### src/rtl/subtree_fanin_merger.sv
// Round-robin fan-in of NUM_CH child valid/ready streams into one registered upstream
// stream, with each beat tagged by the index of the child that produced it.
module subtree_fanin_merger #(
  parameter int NUM_CH = 5,
  parameter int DATA_W = 8,
  parameter int SRC_W  = 3,
  parameter int CNT_W  = 16
) (
  input  logic                     clk,
  input  logic                     rst_n,
  input  logic [NUM_CH-1:0]        in_valid,
  input  logic [NUM_CH*DATA_W-1:0] in_data,
  output logic [NUM_CH-1:0]        in_ready,
  output logic                     out_valid,
  output logic [DATA_W-1:0]        out_data,
  output logic [SRC_W-1:0]         out_src,
  input  logic                     out_ready,
  output logic [CNT_W-1:0]         beat_cnt
);

  typedef enum logic {
    EMPTY = 1'b0,
    FULL  = 1'b1
  } state_t;

  state_t              state_q, state_d;
  logic [DATA_W-1:0]   data_q, data_d;
  logic [SRC_W-1:0]    src_q, src_d;
  logic [SRC_W-1:0]    ptr_q, ptr_d;
  logic [CNT_W-1:0]    cnt_q, cnt_d;

  logic                loadEn;
  logic                upHandshake;
  logic                grantValid;
  logic [SRC_W-1:0]    grantIdx;
  logic                xfer;

  // Pointer is always below NUM_CH, so one conditional subtraction wraps at NUM_CH, not 2^SRC_W.
  function automatic logic [SRC_W-1:0] scanIdx(input logic [SRC_W-1:0] base, input int offset);
    int sum;
    sum = int'(base) + offset;
    if (sum >= NUM_CH) begin
      sum = sum - NUM_CH;
    end
    return SRC_W'(sum);
  endfunction

  assign out_valid   = (state_q == FULL);
  assign out_data    = data_q;
  assign out_src     = src_q;
  assign beat_cnt    = cnt_q;
  assign upHandshake = out_valid && out_ready;
  assign loadEn      = (state_q == EMPTY) || upHandshake;
  assign xfer        = rst_n && loadEn && grantValid;

  // Scan from farthest to nearest offset so the child closest to the pointer wins.
  always_comb begin
    grantValid = 1'b0;
    grantIdx   = '0;
    for (int k = NUM_CH - 1; k >= 0; k--) begin
      if (in_valid[scanIdx(ptr_q, k)]) begin
        grantValid = 1'b1;
        grantIdx   = scanIdx(ptr_q, k);
      end
    end
  end

  always_comb begin
    in_ready = '0;
    if (xfer) begin
      in_ready[grantIdx] = 1'b1;
    end
  end

  always_comb begin
    state_d = state_q;
    data_d  = data_q;
    src_d   = src_q;
    ptr_d   = ptr_q;
    cnt_d   = cnt_q + CNT_W'(upHandshake);
    if (xfer) begin
      state_d = FULL;
      data_d  = in_data[grantIdx*DATA_W +: DATA_W];
      src_d   = grantIdx;
      ptr_d   = (grantIdx == SRC_W'(NUM_CH - 1)) ? '0 : grantIdx + 1'b1;
    end else if (upHandshake) begin
      state_d = EMPTY;
    end
  end

  always_ff @(posedge clk) begin
    if (!rst_n) begin
      state_q <= EMPTY;
      data_q  <= '0;
      src_q   <= '0;
      ptr_q   <= '0;
      cnt_q   <= '0;
    end else begin
      state_q <= state_d;
      data_q  <= data_d;
      src_q   <= src_d;
      ptr_q   <= ptr_d;
      cnt_q   <= cnt_d;
    end
  end

endmodule
### config.mk
export PLATFORM = sky130hd
export DESIGN_NAME = subtree_fanin_merger
export DESIGN_NICKNAME = d
export VERILOG_FILES = /design/src/rtl/subtree_fanin_merger.sv
export SDC_FILE = /design/constraint.sdc
export NUM_CORES = 1
export LEC_CHECK = 0
export ABC_AREA = 1
export CAP_MARGIN = 10
export CORE_ASPECT_RATIO = 2
export CORE_MARGIN = 3
export CORE_UTILIZATION = 40
export DETAILED_ROUTE_END_ITERATION = 10
export GPL_TIMING_DRIVEN = 0
export PLACE_DENSITY_LB_ADDON = 0.25
export SLEW_MARGIN = 10
export SYNTH_ARGS = -nofsm -noshare
export SYNTH_HDL_FRONTEND = slang
export SYNTH_SLANG_ARGS = --single-unit
### constraint.sdc
create_clock -name clk -period 2.95 [get_ports clk]
set_input_delay 0.4425 -clock clk [delete_from_list [all_inputs] [get_ports clk]]
set_output_delay 0.4425 -clock clk [all_outputs]
set_load 0.02 [all_outputs]
==> results of run 1 <==
cells in the final DEF (no fill, tap or decap), types with 14 or more instances in the layout:
cell type	Yosys	layout
nand3_2	13	16
nand3_1	58	54
a21oi_1	15	14
nand2_1	140	120
dfxtp_1	31	28
nand2_2	9	22
nor2_1	35	27
buf_4	5	24
clkdlybuf4s50_1	0	75
inv_1	47	40
kinds of logic after synthesis:
kind of cell | Yosys count | synth area share
and+or+nand+nor | 282 | 0.473
AOI/OAI and AO/OA | 56 | 0.130
adders and majority gates | 12 | 0.0547
buffers and inverters | 72 | 0.115
xor gates and xnor gates | 3 | 0.0117
DFF | 31 | 0.215
area by class of cell:
| cell class | instances | area (um^2) |
|---|---|---|
| Inverter | 59 | 250 |
| Clock inverter | 1 | 5.00 |
| Clock buffer | 7 | 164 |
| Tap cell | 90 | 113 |
| Fill cell | 593 | 2340 |
| Timing Repair Buffer | 107 | 1040 |
| Buffer | 12 | 121 |
| Multi-Input combinational cell | 353 | 2270 |
| Sequential cell | 31 | 629 |
final timing paths:
kind	from	to	slack [ns]	cells after the start
worst max register to register	ptr_q[1]	out_data[5]	-0.02	24
worst min register to register	beat_cnt[15]	beat_cnt[15]	0.47	1
worst max-delay path	ptr_q[1]	in_ready[2]	-0.43	21
worst min-delay path	beat_cnt[15]	beat_cnt[15]	0.47	1
routing by layer:
metal,up-vias,GRT usage,part of all wire
li1,1700,-,-
met1,1582,0.221,0.34
met2,109,0.441,0.57
met4,0,0.101,0.041
met5,-,0,0
met3,31,0.0268,0.041
registers in the layout, indices dropped and copies added, names as in the netlist:
name / flops
out_data: 8
out_valid: 1
out_src: 3
ptr_q: 3
beat_cnt: 16
stage by stage:
step	instance area, um^2	hold WS [ns]	setup TNS [ns]
floorplan	2990	0.547	-0.00279
global placement	3910	0.460	-5.84
global route	4600	0.506	-4.18
CTS	4340	0.476	-2.35
finish	4600	0.469	-1.99
detailed placement	3910	0.466	-6.25
worst reg2reg max path, delay by kind of cell, from the launching register on:
family	cells	cell delay [ns]
and+or+nand+nor	15	1.21
buffers and inverters	6	0.64
adders and majority gates	1	0.46
DFF	1	0.37
AOI/OAI and AO/OA	2	0.14
timing repair:
item / 4_1_cts / 5_1_grt
buffers inserted: 17 / 11
setup endpoints to repair: 19 / 19
hold endpoints to repair: 0 / 0
gates resized for setup: 66 / 49
pin swaps: 20 / 24
hold buffers: 0 / 0
==> results.md, run 1 <==
* Final hold violations at 0
* Endpoints failing setup at 7
* CP startpoint kind: flip-flop
* Utilization after layout at 0.662
* Yosys cell types at between 40 and 50
* Vias in the first global route at ~3,300
* Routed WL at about 9300 um
* Worst Path Buf+Inv at 6
* Seq cells post-synth at 31
* Die width at between 60 and 70 um
* Worst slew pin tran at a little under 0.6 ns
* Maximum operating frequency at 0.296 GHz
* RSZ-0062 raised after global routing: true
* Mapped Area at 0.00288 mm^2
* Final setup margin at -0.427 ns
* Ys async rst share at 0
* Top-count cell post-synth: nand2_1
* Die span in y at about 130 um
* Port Buffers at 80
* Outcome: finished, violations left
* Post-DP HPWL at 6960 um
* Fin. max-slew vios at 0
* Mean area per synthesized cell at 6.32 um^2
* Clock slew at reported path FFs at roughly 0.05 ns
* Routed Antenna Nets at 0
* Final Instance Count excl. Fillers at 660
* Area of the core at 0.00694 mm^2
* Slowest cell delay on critical path at ~0.46 ns
* Fin nets at roughly 630
* Deepest clock path buffer count at 2
* Diode count at 0
* GR Overflow Total at 0
* Iteration-0 DRC Markers at between 200 and 250
* Layout Skew at 0.00429 ns
* Post-synthesis sequential area ratio at 0.215
* Via count at ~3,400
* Largest net degree at the start of global routing at 17
* EDFF count, synth at 0
* Setup CP Type: reg2out
* Synth warn at 0
* Clock buffer count from CTS at 5
* CTS tree: built
* Yosys top cell area share at 0.215
* Hold Path Class: reg2reg
* GRT Overall Usage at 0.225
* Synth area leaders: dfxtp_1 22%, nand2_1 18%, nand3_1 10%
* Antenna violations before repair at 0
* First-pass GRT wire length at 14,900 um
* Most instantiated cells after synthesis: 140 x nand2_1, 58 x nand3_1, 47 x inv_1
* Mapped Cells at roughly 460
* Site Rows at between 40 and 50
* DR DRC count at 0
* Top Ports at between 80 and 90
* CP endpoint kind: output pin
* Relative slew slack at 0.615
* Max_cap viols at 0
* Worst EP required at ~2.5 ns
* GPL Wtd Cong at 0.920
* CP top delay family: simple AND/OR/NAND/NOR gates
* Crit path cell chain: buf_4, fa_2, nor2_4, nor2_4, nand2_2, nand2_4, inv_2, nand2_1, nand3_1, nand2_1, nand2_2, nand2_4, inv_4, nand3_2, o211ai_1, nand2_1, nand2_2, inv_2, buf_6, nor3_4, buf_6
* CP max stage cell: fa_2
* Routed length per instance at about 14 um
* Layout area overhead at 59.6%
* Via density per instance at approximately 5.2
* Die area at roughly 0.0083 mm^2
* Synth Net Count at roughly 520
* # H-tree levels at 2
* Worst-path fanout max at 5
* Violated checks: negative setup slack
* Pre-CTS setup slack at -0.962 ns
* First-pass iteration count of the detailed router at 4
* Clk Latency, worst-skew pair at approximately 0.27 ns
* Synth area leader: dfxtp_1
* WP data arrival at 2.93 ns
* Initial Utilization at 0.415
* CTS root buf: clkbuf_16
* Final period util at 1.14
* Minimum clock period at roughly 3.4 ns
* Share of post-route cells with drive strength above 1 at 0.302
* Ys flop type: dfxtp_1
* CTS Sinks at 31
* Placed cell count at approximately 630
Power of run 1 is not shown: default switching activity piles up to over one toggle a cycle in this logic, so the estimate is an artifact.
==> inputs of run 2 (changes only) <==
REMOVE_ABC_BUFFERS = 1   (was not set)
==> run 2 against run 1 <==
  * Via count rose by 0.88%
  * The flow still finishes with violations (negative setup slack)
  * Die area did not move
  * Sequential share of layout area fell by 0.32 points
  * Register-to-register slack got worse by 0.07 ns
  * Worst setup slack got worse by 0.086 ns
==> results.md, run 2 (synthesis gave the netlist of run 1 again) <==
* Outcome: finished, violations left
* Violated checks: negative setup slack
* Top Ports at between 80 and 90
* Worst reg2reg setup slack at -0.09 ns
* CTS tree: built
* Slowest cell delay on critical path at ~0.43 ns
* Fin nets at 629
* Highest metal layer with signal wires: met4
* CP startpoint kind: flip-flop
* Maximum operating frequency at slightly below 0.3 GHz
* Most frequent cells in the layout: 114 x nand2_1, 75 x clkdlybuf4s50_1, 46 x nand3_1
* Routed Antenna Nets at 0
* Endpoints failing setup at 8
* Cells on Worst Hold Path at 1
* Port Buffers at 80
* Via count at ~3,500
* WP data arrival at approximately 3 ns
* Min-delay src: beat_cnt[15]
* Minimum clock period at around 3.5 ns
* Largest net degree at the start of global routing at 22
* CP top delay family: simple AND/OR/NAND/NOR gates
* Clk Latency, worst-skew pair at about 0.29 ns
* R2R cell count at 25
* Share of post-route cells with drive strength above 1 at 0.321
* Crit path cell chain: ha_4, inv_4, fa_2, nor2_4, nor2_4, nand2_2, nand2_4, inv_4, nand2_2, nand3_2, nand2_2, nand2_4, nand2_4, inv_4, nand3_2, o211ai_1, nand2_1, nand2_4, inv_8, nor3_4, buf_6
* Commonest non-fill, non-tap cell in the layout: nand2_1
* Layout Skew at roughly 0.0074 ns
* Final hold violations at 0
* Relative slew slack at 0.473
* Clock buffer count from CTS at 5
* RSZ-0062 raised after global routing: true
* Pre-CTS setup slack at -1.86 ns
* R2R Path End: out_data[6]
* Final Instance Count excl. Fillers at 660
* GPL Wtd Cong at ~0.92
* Diode count at 0
* GRT Overall Usage at 0.224
* Layout area overhead at 64.0%
* Die area at just over 0.008 mm^2
* Final period util at 1.17
* Fin. max-slew vios at 0
* Placed cell count at between 600 and 700
* Routed length per instance at between 15 and 20 um
* CP max stage cell: dfxtp_4
* Area of the core at 0.00694 mm^2
* Iteration-0 DRC Markers at approximately 190
* Initial Utilization at 0.415
* M1 WL at between 3000 and 4000 um
* Max reg flops at 16
* Post-DP HPWL at between 6000 and 7000 um
* First-pass iteration count of the detailed router at 4
* Antenna violations before repair at 0
* Fillcell total at about 540
* Via density per instance at 5.23
* Die width at 66 um
* Worst-path fanout max at 5
* Die span in y at 126 um
* Deepest clock path buffer count at 2
* Vias in the first global route at 3,185
* CTS Sinks at 31
* Setup CP Type: reg2out
* CTS root buf: clkbuf_16
* # H-tree levels at 2
* Worst EP required at 2.51 ns
* First-pass GRT wire length at roughly 14,000 um
* Worst slew pin tran at slightly below 0.8 ns
* Critical R2R Launch: ptr_q[1]
* Max_cap viols at 0
* Detail Route met3 WL at a little over 400 um
* Site Rows at between 40 and 50
* CP endpoint kind: output pin
* Worst hold endpoint: beat_cnt[15]
* Clock slew at reported path FFs at roughly 0.050 ns
* Routed WL at between 10,000 and 15,000 um
* Hold Path Class: reg2reg
* GR Overflow Total at 0
* Crit path top cell by count: nand2_4
* Worst Path Buf+Inv at 5
* Metal2 WL at around 6000 um
* DR DRC count at 0
* Final setup margin at -0.514 ns
-- run 2: cell count changes in the layout (fill, tap and decap cells not counted), sizes merged --
cell	before	now
clkbuf	10	7
buf	41	43
inv	57	58
-- run 2: timing repair --
item / in CTS / in global routing
pin swaps: 17 / 42
endpoints found under the hold margin: 0 / 0
gates resized for setup: 96 / 83
hold buffers: 0 / 0
buffers inserted: 17 / 23
cloned: 0 / 1
endpoints found under the setup margin: 20 / 18
-- run 2: per-layer routing --
metal | track usage | vias to the layer above
met3 | 0.0303 | 35
li1 | - | 1701
met1 | 0.202 | 1606
met4 | 0.135 | 0
met2 | 0.441 | 110
met5 | 0 | -
-- run 2: layout make-up --
class | instances | area, um^2 | area share
clock inverters | 2 | 12.5 | 0.00265
inverters | 59 | 262 | 0.0553
multi-input cells | 353 | 2400 | 0.508
repair buffers | 119 | 1170 | 0.249
clock buffers | 6 | 129 | 0.0273
flip-flops and latches | 31 | 632 | 0.134
well taps | 90 | 113 | 0.0238
-- run 2: per-stage QoR --
step / util / hold WS [ns] / setup TNS [ns] / cell area, um^2
after floorplan: - / 0.536 / -3.42 / 2770
after global placement: 0.531 / 0.461 / -19.33 / 3690
after detailed placement: 0.531 / 0.483 / -20.92 / 3690
after CTS: 0.604 / 0.492 / -2.51 / 4200
after global routing: 0.681 / 0.517 / -4.49 / 4720
final: 0.681 / 0.498 / -2.56 / 4720
-- run 2: worst max path at each step --
stage,start,to,slack (ns),cells past startpoint
2_1_floorplan,ptr_q[0],in_ready[0],-0.70,18
3_3_place_gp,ptr_q[0],in_ready[0],-1.82,16
3_5_place_dp,ptr_q[0],in_ready[0],-1.86,16
4_1_cts,ptr_q[0],in_ready[2],-0.51,22
5_1_grt,ptr_q[0],in_ready[0],-0.66,23
6_report,ptr_q[1],in_ready[2],-0.51,21
Power of run 2 is left out for the same reason.
==> inputs of run 3 (changes only) <==
MAX_ROUTING_LAYER = met4   (was not set)
clock period = 3.83 ns   (was 2.95 ns; I/O delays follow)
==> run 3 against run 2 <==
  * The run now ends clean
  * Utilization down 10 points
  * Flip-flop and latch count unchanged
  * Critical path depth down 6
  * Non-clock buffer count down 30
  * Final area down 15%
  * Register-to-register slack better by 0.74 ns
  * Sequential share of layout area up 2.3 points
  * Hold slack better by 0.0011 ns
  * Die area unchanged
  * Global-route usage down 0.59 points
  * Final cell count down 4.5%
  * Highest routed layer unchanged
==> results.md, run 3 (synthesis gave the netlist of run 1 again) <==
* CP endpoint kind: output pin
* WP data arrival at approximately 3.2 ns
* Most frequent cells in the layout: 134 x nand2_1, 75 x clkdlybuf4s50_1, 58 x nand3_1
* RSZ-0062 raised after global routing: true
* Routed Antenna Nets at 0
* GRT Overall Usage at 0.218
* GR Overflow Total at 0
* Fin. max-slew vios at 0
* Iteration-0 DRC Markers at about 110
* Fin area at between 0.004 and 0.005 mm^2
* CP max stage cell: dfxtp_4
* Crit path cell chain: inv_2, ha_1, a21oi_4, o21ai_2, o21ai_1, o21ai_0, o22ai_1, nand2_2, nand2_2, inv_2, nand4_2, nand2_4, buf_4, nor3_2, buf_2
* First-pass iteration count of the detailed router at 4
* Relative slew slack at 0.475
* Minimum clock period at about 3.8 ns
* Routed length per instance at about 14 um
* DR DRC count at 0
* Pre-CTS setup slack at -1.10 ns
* Utilization after layout at 0.578
* Layout area overhead at 39.3%
* CTS root buf: clkbuf_16
* Setup CP Type: reg2out
* Max_cap viols at 0
* Slowest cell delay on critical path at roughly 0.42 ns
* Worst Path Buf+Inv at 4
* Site Rows at 43
* Antenna violations before repair at 0
* Hold Path Class: reg2reg
* Reg area at ~630 um^2
* Die width at 66 um
* Max reg flops at 16
* Final setup margin at around 0.079 ns
* Post-DP HPWL at 6900 um
* Worst-path fanout max at 10
* Fillcell total at roughly 670
* Area of the core at just under 0.007 mm^2
* CP startpoint kind: flip-flop
* Worst slew pin tran at 0.786 ns
* Hold-fix buffers at CTS at 0
* Via density per instance at a little over 5
* GPL Wtd Cong at between 0.9 and 1
* Initial Utilization at 0.415
* Commonest non-fill, non-tap cell in the layout: nand2_1
* Fin nets at between 500 and 600
* CTS tree: built
* Outcome: finished clean
* Largest net degree at the start of global routing at 22
* Endpoints failing setup at 0
* Layout Skew at approximately 0.0040 ns
* Top Ports at 81
* Diode count at 0
* Placed Area at around 0.0037 mm^2
* Worst EP required at ~3.3 ns
* CTS Sinks at 31
* # H-tree levels at 2
* Footprint of the multi-input gates at a little over 0.002 mm^2
* Via count at between 3,000 and 4,000
* Maximum operating frequency at between 0.2 and 0.3 GHz
* Clock buffer count from CTS at 5
* Deepest clock path buffer count at 2
* Final hold violations at 0
* Vias in the first global route at a little over 3,000
* Clk Latency, worst-skew pair at 0.28 ns
* Share of post-route cells with drive strength above 1 at 0.194
* First-pass GRT wire length at about 14,000 um
* Routed WL at roughly 8800 um
* Port Buffers at 80
* CP top delay family: compound AO/OA/AOI/OAI gates
* Die span in y at between 100 and 150 um
* Clock slew at reported path FFs at approximately 0.05 ns
* Final period util at 0.979
* Die area at 0.00832 mm^2
[run 3: changes by cell type in the layout (fill, tap and decap cells not counted), sizes merged]
cell / before / now
buf: 43 / 13
[run 3: area by class of cell]
| type | instances | share of cell area |
|---|---|---|
| Sequential cell | 31 | 0.157 |
| Clock inverter | 2 | 0.00312 |
| Timing Repair Buffer | 89 | 0.213 |
| Inverter | 59 | 0.0602 |
| Clock buffer | 6 | 0.0321 |
| Tap cell | 90 | 0.0281 |
| Multi-Input combinational cell | 353 | 0.506 |
[run 3: through the flow]
| stage | hold slack, ns | TNS (ns) | instances |
|---|---|---|---|
| floorplan | 0.545 | 0 | 443 |
| CTS | 0.496 | 0 | 628 |
| global placement | 0.461 | -4.22 | 613 |
| detailed placement | 0.485 | -4.56 | 613 |
| finish | 0.499 | 0 | 630 |
| global route | 0.521 | -0.229 | 630 |
[run 3: worst reg2reg max path: cells and delay by family, from the launching register on]
kind / cells / cell delay [ns]
and+or+nand+nor: 8 / 1.26
AOI/OAI and AO/OA: 6 / 1.03
DFF: 1 / 0.42
adders and majority gates: 1 / 0.24
buffers and inverters: 1 / 0.10
[run 3: path summary, 6_finish.rpt]
kind / to / slack, ns / depth (start not counted) / from
worst min-delay path: out_src[2] / 0.50 / 2 / out_src[2]
worst max register to register: out_data[5] / 0.65 / 16 / ptr_q[1]
worst max-delay path: in_ready[2] / 0.08 / 15 / ptr_q[1]
worst min register to register: out_src[2] / 0.50 / 2 / out_src[2]
[run 3: timing repair]
item,CTS,global route
buffers inserted,7,2
pin swaps,3,8
resized for setup,35,32
endpoints found under the setup margin,14,5
[run 3: routing by layer]
layer	routed length (um)	global-route usage	vias up
li1	-	-	1637
met1	3110	0.201	1442
met2	4940	0.418	86
met3	321	0.0259	29
met4	456	0.110	0
met5	0	-	-
Power of run 3 is left out for the same reason.
